**src/rtl/mem_port_arbiter_pkg.sv**
```systemverilog
// mem_arb_pkg: shared types and defaults for the memory port arbiter.
package mem_arb_pkg;

    typedef enum logic {ARB, LOCKED} arb_state_e;
    typedef logic req_id_t;

    localparam int ADDR_W_DEF = 10;
    localparam int DATA_W_DEF = 32;

    function automatic logic [1:0] onehot(req_id_t id);
        return id ? 2'b10 : 2'b01;
    endfunction

endpackage

```
**src/rtl/mem_port_arbiter_if.sv**
```systemverilog
// mem_port_arbiter_if: requester, response and memory-side signals of the arbiter.
interface mem_port_arbiter_if
    import mem_arb_pkg::*;
#(
    parameter int ADDR_WIDTH = ADDR_W_DEF,
    parameter int DATA_WIDTH = DATA_W_DEF
);
    logic [1:0]              rq_valid;
    logic [1:0]              rq_ready;
    logic [1:0]              rq_we;
    logic [1:0]              rq_lock;
    logic [2*ADDR_WIDTH-1:0] rq_addr;
    logic [2*DATA_WIDTH-1:0] rq_wdata;
    logic [1:0]              rs_valid;
    logic [DATA_WIDTH-1:0]   rs_rdata;
    logic                    mem_en;
    logic                    mem_we;
    logic [ADDR_WIDTH-1:0]   mem_addr;
    logic [DATA_WIDTH-1:0]   mem_wdata;
    logic [DATA_WIDTH-1:0]   mem_rdata;

    modport master (
        output rq_valid, rq_we, rq_lock, rq_addr, rq_wdata, mem_rdata,
        input  rq_ready, rs_valid, rs_rdata, mem_en, mem_we, mem_addr, mem_wdata
    );

    modport slave (
        input  rq_valid, rq_we, rq_lock, rq_addr, rq_wdata, mem_rdata,
        output rq_ready, rs_valid, rs_rdata, mem_en, mem_we, mem_addr, mem_wdata
    );
endinterface

```
**src/rtl/mem_port_arbiter_rr_grant2.sv**
```systemverilog
// rr_grant2: combinational 2-way round-robin picker with owner override.
module rr_grant2
    import mem_arb_pkg::*;
(
    input  logic [1:0] req,
    input  req_id_t    last_grant,
    input  logic       force_owner_en,
    input  req_id_t    owner,
    output logic [1:0] grant
);
    always_comb grant = force_owner_en ? onehot(owner) : (&req) ? onehot(~last_grant) : req;
endmodule

```
**src/rtl/mem_port_arbiter.sv**
```systemverilog
// mem_port_arbiter: round-robin sharing of one single-port memory between two
// requesters, with burst lock, lock watchdog and tagged read-data return.
module mem_port_arbiter
    import mem_arb_pkg::*;
#(
    parameter int ADDR_WIDTH     = ADDR_W_DEF,
    parameter int DATA_WIDTH     = DATA_W_DEF,
    parameter int RD_LATENCY     = 1,
    parameter int MAX_LOCK_BEATS = 16
)(
    input logic              ACLK,
    input logic              ARESET,
    mem_port_arbiter_if.slave bus
);
    localparam int CW = $clog2(MAX_LOCK_BEATS + 1);
    localparam logic [CW-1:0] MAX_CNT = CW'(MAX_LOCK_BEATS);

    arb_state_e            state;
    req_id_t               last_grant;
    req_id_t               owner;
    logic [CW-1:0]         beat_cnt;
    logic [1:0]            pick;
    logic [1:0]            grant;
    req_id_t               win;
    logic                  accept;
    logic                  lock_bit;
    logic                  rd_acc;
    logic [RD_LATENCY-1:0] pv;
    req_id_t               pid [RD_LATENCY];
    logic                  rsp;
    logic [DATA_WIDTH-1:0] rdata_q;

    rr_grant2 u_pick (
        .req            (bus.rq_valid),
        .last_grant     (last_grant),
        .force_owner_en (state == LOCKED),
        .owner          (owner),
        .grant          (pick)
    );

    // Nothing is granted while reset is held so no beat slips through.
    assign grant        = ARESET ? 2'b00 : pick;
    assign win          = grant[1];
    assign accept       = |(grant & bus.rq_valid);
    assign lock_bit     = win ? bus.rq_lock[1] : bus.rq_lock[0];
    assign rd_acc       = accept & ~bus.mem_we;
    assign bus.rq_ready = grant;
    assign bus.mem_en   = accept;
    assign bus.mem_we   = accept & (win ? bus.rq_we[1] : bus.rq_we[0]);
    assign bus.mem_addr = !accept ? '0 : win ? bus.rq_addr[2*ADDR_WIDTH-1:ADDR_WIDTH] : bus.rq_addr[ADDR_WIDTH-1:0];
    assign bus.mem_wdata = !accept ? '0 : win ? bus.rq_wdata[2*DATA_WIDTH-1:DATA_WIDTH] : bus.rq_wdata[DATA_WIDTH-1:0];

    always_ff @(posedge ACLK) begin
        if (ARESET) begin
            state      <= ARB;
            last_grant <= 1'b1;
            owner      <= 1'b0;
            beat_cnt   <= '0;
        end else if (accept) begin
            last_grant <= win;
            if (state == ARB) begin
                if (lock_bit) begin
                    state    <= LOCKED;
                    owner    <= win;
                    beat_cnt <= CW'(1);
                end
            end else if (!lock_bit || beat_cnt + 1'b1 == MAX_CNT) begin
                state    <= ARB;
                beat_cnt <= '0;
            end else begin
                beat_cnt <= beat_cnt + 1'b1;
            end
        end
    end

    always_ff @(posedge ACLK) begin
        if (ARESET) begin
            pv <= '0;
            for (int i = 0; i < RD_LATENCY; i++) pid[i] <= 1'b0;
        end else begin
            pv[0]  <= rd_acc;
            pid[0] <= win;
            for (int i = 1; i < RD_LATENCY; i++) begin
                pv[i]  <= pv[i-1];
                pid[i] <= pid[i-1];
            end
        end
    end

    // A response still in the pipe when reset arrives is suppressed.
    assign rsp          = pv[RD_LATENCY-1] & ~ARESET;
    assign bus.rs_valid = rsp ? onehot(pid[RD_LATENCY-1]) : 2'b00;
    assign bus.rs_rdata = rsp ? bus.mem_rdata : rdata_q;

    always_ff @(posedge ACLK) begin
        if (ARESET) rdata_q <= '0;
        else        rdata_q <= bus.rs_rdata;
    end
endmodule

```
**src/flat_wrapper.sv**
```systemverilog
// flat-port wrapper written by rule: the top's interface ports become plain ports
module mem_port_arbiter_flat import mem_arb_pkg::*;
#(
    parameter int ADDR_WIDTH     = ADDR_W_DEF,
    parameter int DATA_WIDTH     = DATA_W_DEF,
    parameter int RD_LATENCY     = 1,
    parameter int MAX_LOCK_BEATS = 16
)
  (ACLK, ARESET, bus_rq_valid, bus_rq_we, bus_rq_lock, bus_rq_addr, bus_rq_wdata, bus_mem_rdata, bus_rq_ready, bus_rs_valid, bus_rs_rdata, bus_mem_en, bus_mem_we, bus_mem_addr, bus_mem_wdata);
  mem_port_arbiter_if #(.ADDR_WIDTH(ADDR_WIDTH), .DATA_WIDTH(DATA_WIDTH)) bus_i ();
  input logic ACLK;
  input logic ARESET;
  input wire logic [$bits(bus_i.rq_valid)-1:0] bus_rq_valid;
  input wire logic [$bits(bus_i.rq_we)-1:0] bus_rq_we;
  input wire logic [$bits(bus_i.rq_lock)-1:0] bus_rq_lock;
  input wire logic [$bits(bus_i.rq_addr)-1:0] bus_rq_addr;
  input wire logic [$bits(bus_i.rq_wdata)-1:0] bus_rq_wdata;
  input wire logic [$bits(bus_i.mem_rdata)-1:0] bus_mem_rdata;
  output wire logic [$bits(bus_i.rq_ready)-1:0] bus_rq_ready;
  output wire logic [$bits(bus_i.rs_valid)-1:0] bus_rs_valid;
  output wire logic [$bits(bus_i.rs_rdata)-1:0] bus_rs_rdata;
  output wire logic [$bits(bus_i.mem_en)-1:0] bus_mem_en;
  output wire logic [$bits(bus_i.mem_we)-1:0] bus_mem_we;
  output wire logic [$bits(bus_i.mem_addr)-1:0] bus_mem_addr;
  output wire logic [$bits(bus_i.mem_wdata)-1:0] bus_mem_wdata;
  assign bus_i.rq_valid = bus_rq_valid;
  assign bus_i.rq_we = bus_rq_we;
  assign bus_i.rq_lock = bus_rq_lock;
  assign bus_i.rq_addr = bus_rq_addr;
  assign bus_i.rq_wdata = bus_rq_wdata;
  assign bus_i.mem_rdata = bus_mem_rdata;
  assign bus_rq_ready = bus_i.rq_ready;
  assign bus_rs_valid = bus_i.rs_valid;
  assign bus_rs_rdata = bus_i.rs_rdata;
  assign bus_mem_en = bus_i.mem_en;
  assign bus_mem_we = bus_i.mem_we;
  assign bus_mem_addr = bus_i.mem_addr;
  assign bus_mem_wdata = bus_i.mem_wdata;
  mem_port_arbiter #(.ADDR_WIDTH(ADDR_WIDTH), .DATA_WIDTH(DATA_WIDTH), .RD_LATENCY(RD_LATENCY), .MAX_LOCK_BEATS(MAX_LOCK_BEATS)) u_core (.ACLK(ACLK), .ARESET(ARESET), .bus(bus_i));
endmodule
```
**config.mk**
```make
export PLATFORM = sky130hd
export DESIGN_NAME = mem_port_arbiter_flat
export DESIGN_NICKNAME = d
export VERILOG_FILES = /design/src/rtl/mem_port_arbiter_pkg.sv /design/src/rtl/mem_port_arbiter_if.sv /design/src/rtl/mem_port_arbiter_rr_grant2.sv /design/src/rtl/mem_port_arbiter.sv /design/src/flat_wrapper.sv
export SDC_FILE = /design/constraint.sdc
export NUM_CORES = 1
export LEC_CHECK = 0
export CORE_UTILIZATION = 35
export DETAILED_ROUTE_END_ITERATION = 10
export GPL_TIMING_DRIVEN = 0
export PLACE_DENSITY_LB_ADDON = 0.12
export SYNTH_ARGS = -nofsm -noshare
export SYNTH_HDL_FRONTEND = slang
export SYNTH_SLANG_ARGS = --single-unit
```
**constraint.sdc**
```tcl
create_clock -name ACLK -period 3.8 [get_ports ACLK]
set_clock_uncertainty 0.15 [all_clocks]
set_input_delay 0.57 -clock ACLK [delete_from_list [all_inputs] [get_ports ACLK]]
set_output_delay 0.57 -clock ACLK [all_outputs]
set_load 0.02 [all_outputs]
```
; ---- Word level (Yosys, flattened, before mapping)
; Memories as Yosys holds them, arrays and structs flattened.
; Cells that the tools add are included.
[totals]
regBits = 41
ram_bits = 1
in_bits = 124
output_inout_bits = 80
elab_cells = 49
n_memories = 1
[mem_list]
columns = memory, words, width, read_ports, rd_ports_with_merged_regs, wr, line
row1 = u_core.pid, 1, 1, 1, 0, 1, mem_port_arbiter.sv:29  ; req_id_t pid [RD_LATENCY];
[op_classes]
add_sub_neg = 1
eq_ne = 1
n_mux = 25
bitwise_logic = 7
n_reduce_logical = 8
[ops]
columns = cell, count
row1 = 32-bit two-way mux, 3
row2 = 10-bit two-way mux, 2
row3 = 5-bit two-way mux, 3
row4 = 2-bit two-way mux, 7
row5 = 1-bit two-way mux, 10
row6 = "5-bit by 1-bit adder with 5-bit output, second input constant", 1
row7 = "5-bit == test, second input constant", 1
row8 = 2-bit AND reduction, 2
row9 = 1-bit AND, 3
row10 = 1-bit inverter, 3
row11 = 3-bit AND reduction, 1
row12 = 2-bit AND, 1
row13 = 2-bit nonzero test, 1
row14 = 2-bit OR reduction, 1
row15 = 1-bit zero test, 1
row16 = 1-bit logical OR, 1
row17 = 1-bit OR reduction, 1

; ---- Longest topological paths before layout
[logic_depth]
word_depth = 9
ltp_mapped = 7
ltp_nobuf = 6

; ---- By module
; Synthesis repeated with hierarchy kept, for this count alone.
[hier_totals]
cells_unflattened = 315
hier_area_um2 = 2494.9
[by_module_without_submodules]
columns = module, instances, cells_per_inst, area_per_inst_um2, seq_area_each_um2
row1 = mem_port_arbiter, 1, 308, 2449.8, 840.8
row2 = rr_grant2, 1, 7, 45.0, 0.0

; ---- Least setup slack after synthesis
; No wires, ideal clock.
[synth_path]
path_type = input-to-output
startpoint = in bus_rq_valid[1]
endpoint = out bus_mem_addr[0]
arrival_ns = 1.988
required_ns = 3.080
setup_slack_ns = 1.092
stages = 7
path_buffers = 1
cell_sequence = a21bo_2 -> o21ai_0 -> nand2_1 -> clkinv_1 -> buf_2 -> nand2_1 -> a21oi_1
[synth_between]
elab_chain_len = 7
word_cells_on_any_way = 8
cone_classes = mux (5) / bitwise (1) / reduce/logical (2)
[synth_rtl]
columns = item, line
row1 = "start, declared", flat_wrapper.sv:13  ; input wire logic [$bits(bus_i.rq_valid)-1:0] bus_rq_valid;
row2 = 2-bit AND reduction, mem_port_arbiter_rr_grant2.sv:11  ; always_comb grant = force_owner_en ? onehot(owner) : (&req) ? onehot(~last_grant) : req;
row3 = 2-bit two-way mux (*) (2 in a row), mem_port_arbiter_rr_grant2.sv:11
row4 = 2-bit two-way mux (*), mem_port_arbiter.sv:42  ; assign grant = ARESET ? 2'b00 : pick;
row5 = named net bus_rq_ready[1], flat_wrapper.sv:19  ; output wire logic [$bits(bus_i.rq_ready)-1:0] bus_rq_ready;
row6 = 2-bit AND, mem_port_arbiter.sv:44  ; assign accept = |(grant & bus.rq_valid);
row7 = 2-bit OR reduction, mem_port_arbiter.sv:44
row8 = 10-bit two-way mux (*), mem_port_arbiter.sv:50  ; assign bus.mem_addr = !accept ? '0 : win ? bus.rq_addr[2*ADDR_WIDTH-1:ADDR_WIDTH] : bus.rq_addr[ADDR_WIDTH-1:0 ...
row9 = "end, declared", flat_wrapper.sv:24  ; output wire logic [$bits(bus_i.mem_addr)-1:0] bus_mem_addr;
; The timed path passes the listed nets; every way through them passes the cells marked *.

; ---- Worst setup path after layout
[layout_path]
startpoint = in bus_rq_valid[1]
endpoint = out bus_mem_wdata[10]
[layout_between]
elab_chain_len = 7
word_cells_on_any_way = 8
cone_classes = mux (5) / bitwise (1) / reduce/logical (2)
[layout_rtl]
columns = item, line
row1 = 2-bit AND reduction, mem_port_arbiter_rr_grant2.sv:11
row2 = 2-bit two-way mux (2 in a row), mem_port_arbiter_rr_grant2.sv:11
row3 = 2-bit two-way mux, mem_port_arbiter.sv:42
row4 = 2-bit AND, mem_port_arbiter.sv:44
row5 = 2-bit OR reduction, mem_port_arbiter.sv:44
row6 = 32-bit two-way mux (*), mem_port_arbiter.sv:51  ; assign bus.mem_wdata = !accept ? '0 : win ? bus.rq_wdata[2*DATA_WIDTH-1:DATA_WIDTH] : bus.rq_wdata[DATA_WIDTH- ...
row7 = "end, declared", flat_wrapper.sv:25  ; output wire logic [$bits(bus_i.mem_wdata)-1:0] bus_mem_wdata;
; Every way passes the cells marked *; elsewhere a longest branch is shown, timed or not.

==> flow_summary.ini <==
[clock_network]
clockRootBuffer = clkbuf_8
clock_path_buffers = 2
tritoncts = done
ctsHoldBuffers = 0
post_cts_buffers = 0
cts.sinks = 42
numCtsBuffers = 5
htree_levels = 2
insertion_delay_ns = 0.28
clk_pin_slew_worst_paths_ns = 0.07

[worst_setup_path]
cp.buffers_inverters = 4
startpoint_type = input pin
crit_path_end_kind = output pin
critPathKind = input pin to output pin
crit_chain = clkdlybuf4s50_1 > a21bo_2 > o21ai_1 > nand2_2 > clkinv_1 > buf_2 > nand2_1 > a21oi_1 > clkdlybuf4s50_1
cp_slowest_cell = clkdlybuf4s50_1
cp.arrival_ns = 2.97
critical-path-max-stage-delay_ns = 0.64
startpoint = bus_rq_valid[1]
cp.required_ns = 3.08
worstReg2RegStart = u_core.owner
critPathTopFamily = buffers and inverters
cp_common_cell = clkdlybuf4s50_1
crit_fanout = 10

[yosys]
synthAdderAreaFrac_pct = 0.5200
synth_edf_count = 0
syn_area_mm2 = 0.002406
synthCells = 317
synth_top_family_by_area = simple AND/OR/NAND/NOR gates
syn_nets = 442
async_flop_share_pct = 0
postSynthAreaPerCell_um2 = 7.590
synth_seq_cells = 42
ys_types = 36
synth-simple-area-share_pct = 28.39
ys_warn_count = 0
muxShareOfSynthArea_pct = 16.28
synth_compound_area_share_pct = 15.24
synth_ff_type = dfxtp_1
ys_seq_area_share_pct = 34.95
synth_xor_area_share_pct = 0

[outcome]
violations = DRC
status = finished, violations left

[sta]
holdWs_ns = 0.3572
hold_violations = 0
max_freq_mhz = 271.4
rsz0062_at_grt = yes
report.final.slew_viol_count = 0
fin_crit_ns = 3.685
tightest_slew_ns = 0.4721
layout_setup_ws_ns = 0.1147
setup_viol = 0
period_share_pct = 96.98
relSlewSlack_pct = 68.53

[drt]
route.detailed.drc = 10
viasPerCell = 4.911
wl_per_cell_um = 14.20
dr.pass1.iters = 9
dr.first_iter.drc_count = 104
vias = 2971
final_antenna_net_count = 0
drt_wl_total_um = 8588

[placed_design]
dp_slack_ns = -0.06839
gp_congestion = 0.8049
placed_cells = 597
post-dp-hpwl_um = 6949
io_buffers = 203
dpl-instance-area_mm2 = 0.004534

[finish]
fin_util_pct = 72.68
drive_above_1_share_pct = 10.23
n_fill_cell = 508
antenna_cells = 0
final_nets = 652
final_area_mm2 = 0.004721
area_growth_pct = 96.20
layout.cells.non_filler = 605
regArea_um2 = 840.8
multi_input_area_mm2 = 0.001456

[hold_path]
hp-class = flop to flop
hold_start = u_core.last_grant

[global_routing]
grt_pass1_vias = 2891
grt_pass1_wl_um = 13170
gr-total-overflow = 0
grt_max_degree = 15
antenna_found_initial = 0
grtUsageTotal_pct = 22.70

[die]
core_region_area_mm2 = 0.006495
die-height_um = 84.91
ios = 204
dieArea_mm2 = 0.007210
initial_core_util_pct = 37.04
die_w_um = 84.91
rows = 29

[power]
leakagePower_nw = 2.387
p_int_w = 0.0009080
clock_power_share_pct = 27.3
p_seq_share_pct = 36.5
switching_share_pct = 28.64
p_per_area_mw_per_mm2 = 269.6
ir_worst_vdd_mv = 0.1488
power_frac_comb_pct = 36.2
p_sw_w = 0.0003645

[flow_run]
drv_cap = 0
## sequential cells by signal, indices dropped and copies added, names as in the netlist
name,flops
u_core.pid,1
u_core.last_grant,1
u_core.owner,1
u_core.pv,1
u_core.beat_cnt,5
u_core.rdata_q,32
u_core.state,1
## cells in the mapped netlist, types with 2 or more instances
cell / instances / share of area [%]
and2_1: 33 / 8.6
o21ai_0: 4 / 0.83
a21oi_1: 44 / 9.2
nand3b_1: 2 / 0.62
nand2_1: 94 / 15
mux2i_1: 2 / 0.83
buf_2: 8 / 1.7
mux2_2: 33 / 15
dfxtp_1: 42 / 35
or3_1: 3 / 0.78
nor3_1: 3 / 0.62
o41ai_1: 2 / 0.73
nor2_1: 6 / 0.94
clkbuf_1: 14 / 2.2
inv_1: 4 / 0.62
nand3_1: 3 / 0.62
## per-layer routing
layer  GRT usage, %  vias up  part of all wire, %
met1          22.53     1330                   36
met2          44.35      137                   52
met3          7.393       18                  9.6
li1               -     1486                    -
met5              0        -                    0
met4          7.242        0                  2.5
## cell usage in the layout (no fill, tap or decap), drive strengths merged, types with 2 or more instances in the layout
cell	n
nand3b	2
o41ai	2
and2	33
nor2	6
dlymetal6s2s	30
dfxtp	42
o21ai	4
clkinv	2
mux2	33
or3	3
nand3	3
a21oi	44
nor3	3
dlygate4sd2	7
nand2	94
clkdlybuf4s50	166
inv	5
mux2i	2
clkbuf	20
buf	7
## stage by stage
| stage | total power (W) | TNS, ns |
|---|---|---|
| floorplan | 0.0006773 | 0 |
| global placement | 0.0009352 | -0.1714 |
| detailed placement | 0.0009429 | -0.8961 |
| CTS | 0.001289 | 0 |
| global route | 0.001336 | -0.002919 |
| finish | 0.001273 | 0 |
## layout make-up
| type | count | share of cell area [%] |
|---|---|---|
| buffer | 22 | 2.067 |
| clock buffer | 5 | 1.458 |
| clock inverter | 3 | 0.9276 |
| inverter | 5 | 0.3976 |
| multi-input combinational | 248 | 30.85 |
| sequential | 42 | 17.81 |
| tap | 77 | 2.041 |
| timing repair buffer | 203 | 44.45 |
## repair_timing
| item | CTS | global route |
|---|---|---|
| pin swaps | 0 | 0 |
| gates resized for setup | 8 | 36 |
| endpoints found under the setup margin | 39 | 32 |
| endpoints found under the hold margin | 0 | 0 |
| gates cloned | 0 | 0 |
## worst register-to-register path, cell delays in order, from the launching register on
cell and delay (ns):
dfxtp_1 0.43, mux2i_1 0.14, a211o_1 0.30, buf_2 0.16, o31a_1 0.35, a221o_1 0.35
## worst paths after layout
path	to	slack [ns]	cells past startpoint
setup / recovery	bus_mem_wdata[10]	0.11	9
hold / removal	u_core.last_grant	0.36	1
setup reg to reg	u_core.beat_cnt[4]	1.82	5
hold reg to reg	u_core.last_grant	0.36	1
## power groups by stage
| stage | logic [W] | registers, W | clock network, W |
|---|---|---|---|
| final | 0.000461 | 0.000465 | 0.000347 |
| after global routing | 0.000495 | 0.000466 | 0.000374 |
| after CTS | 0.000467 | 0.000464 | 0.000357 |
| after detailed placement | 0.000468 | 0.000475 | 0 |
| after global placement | 0.000461 | 0.000474 | 0 |
| after floorplan | 0.000205 | 0.000472 | 0 |
## cells by family after synthesis
kind of cell | after synthesis
compound gates | 63
mux | 35
buf+inv | 27
simple gates | 149
fa+ha+maj | 1
flops | 42
Note: power is estimated with default switching activity, not from simulation.
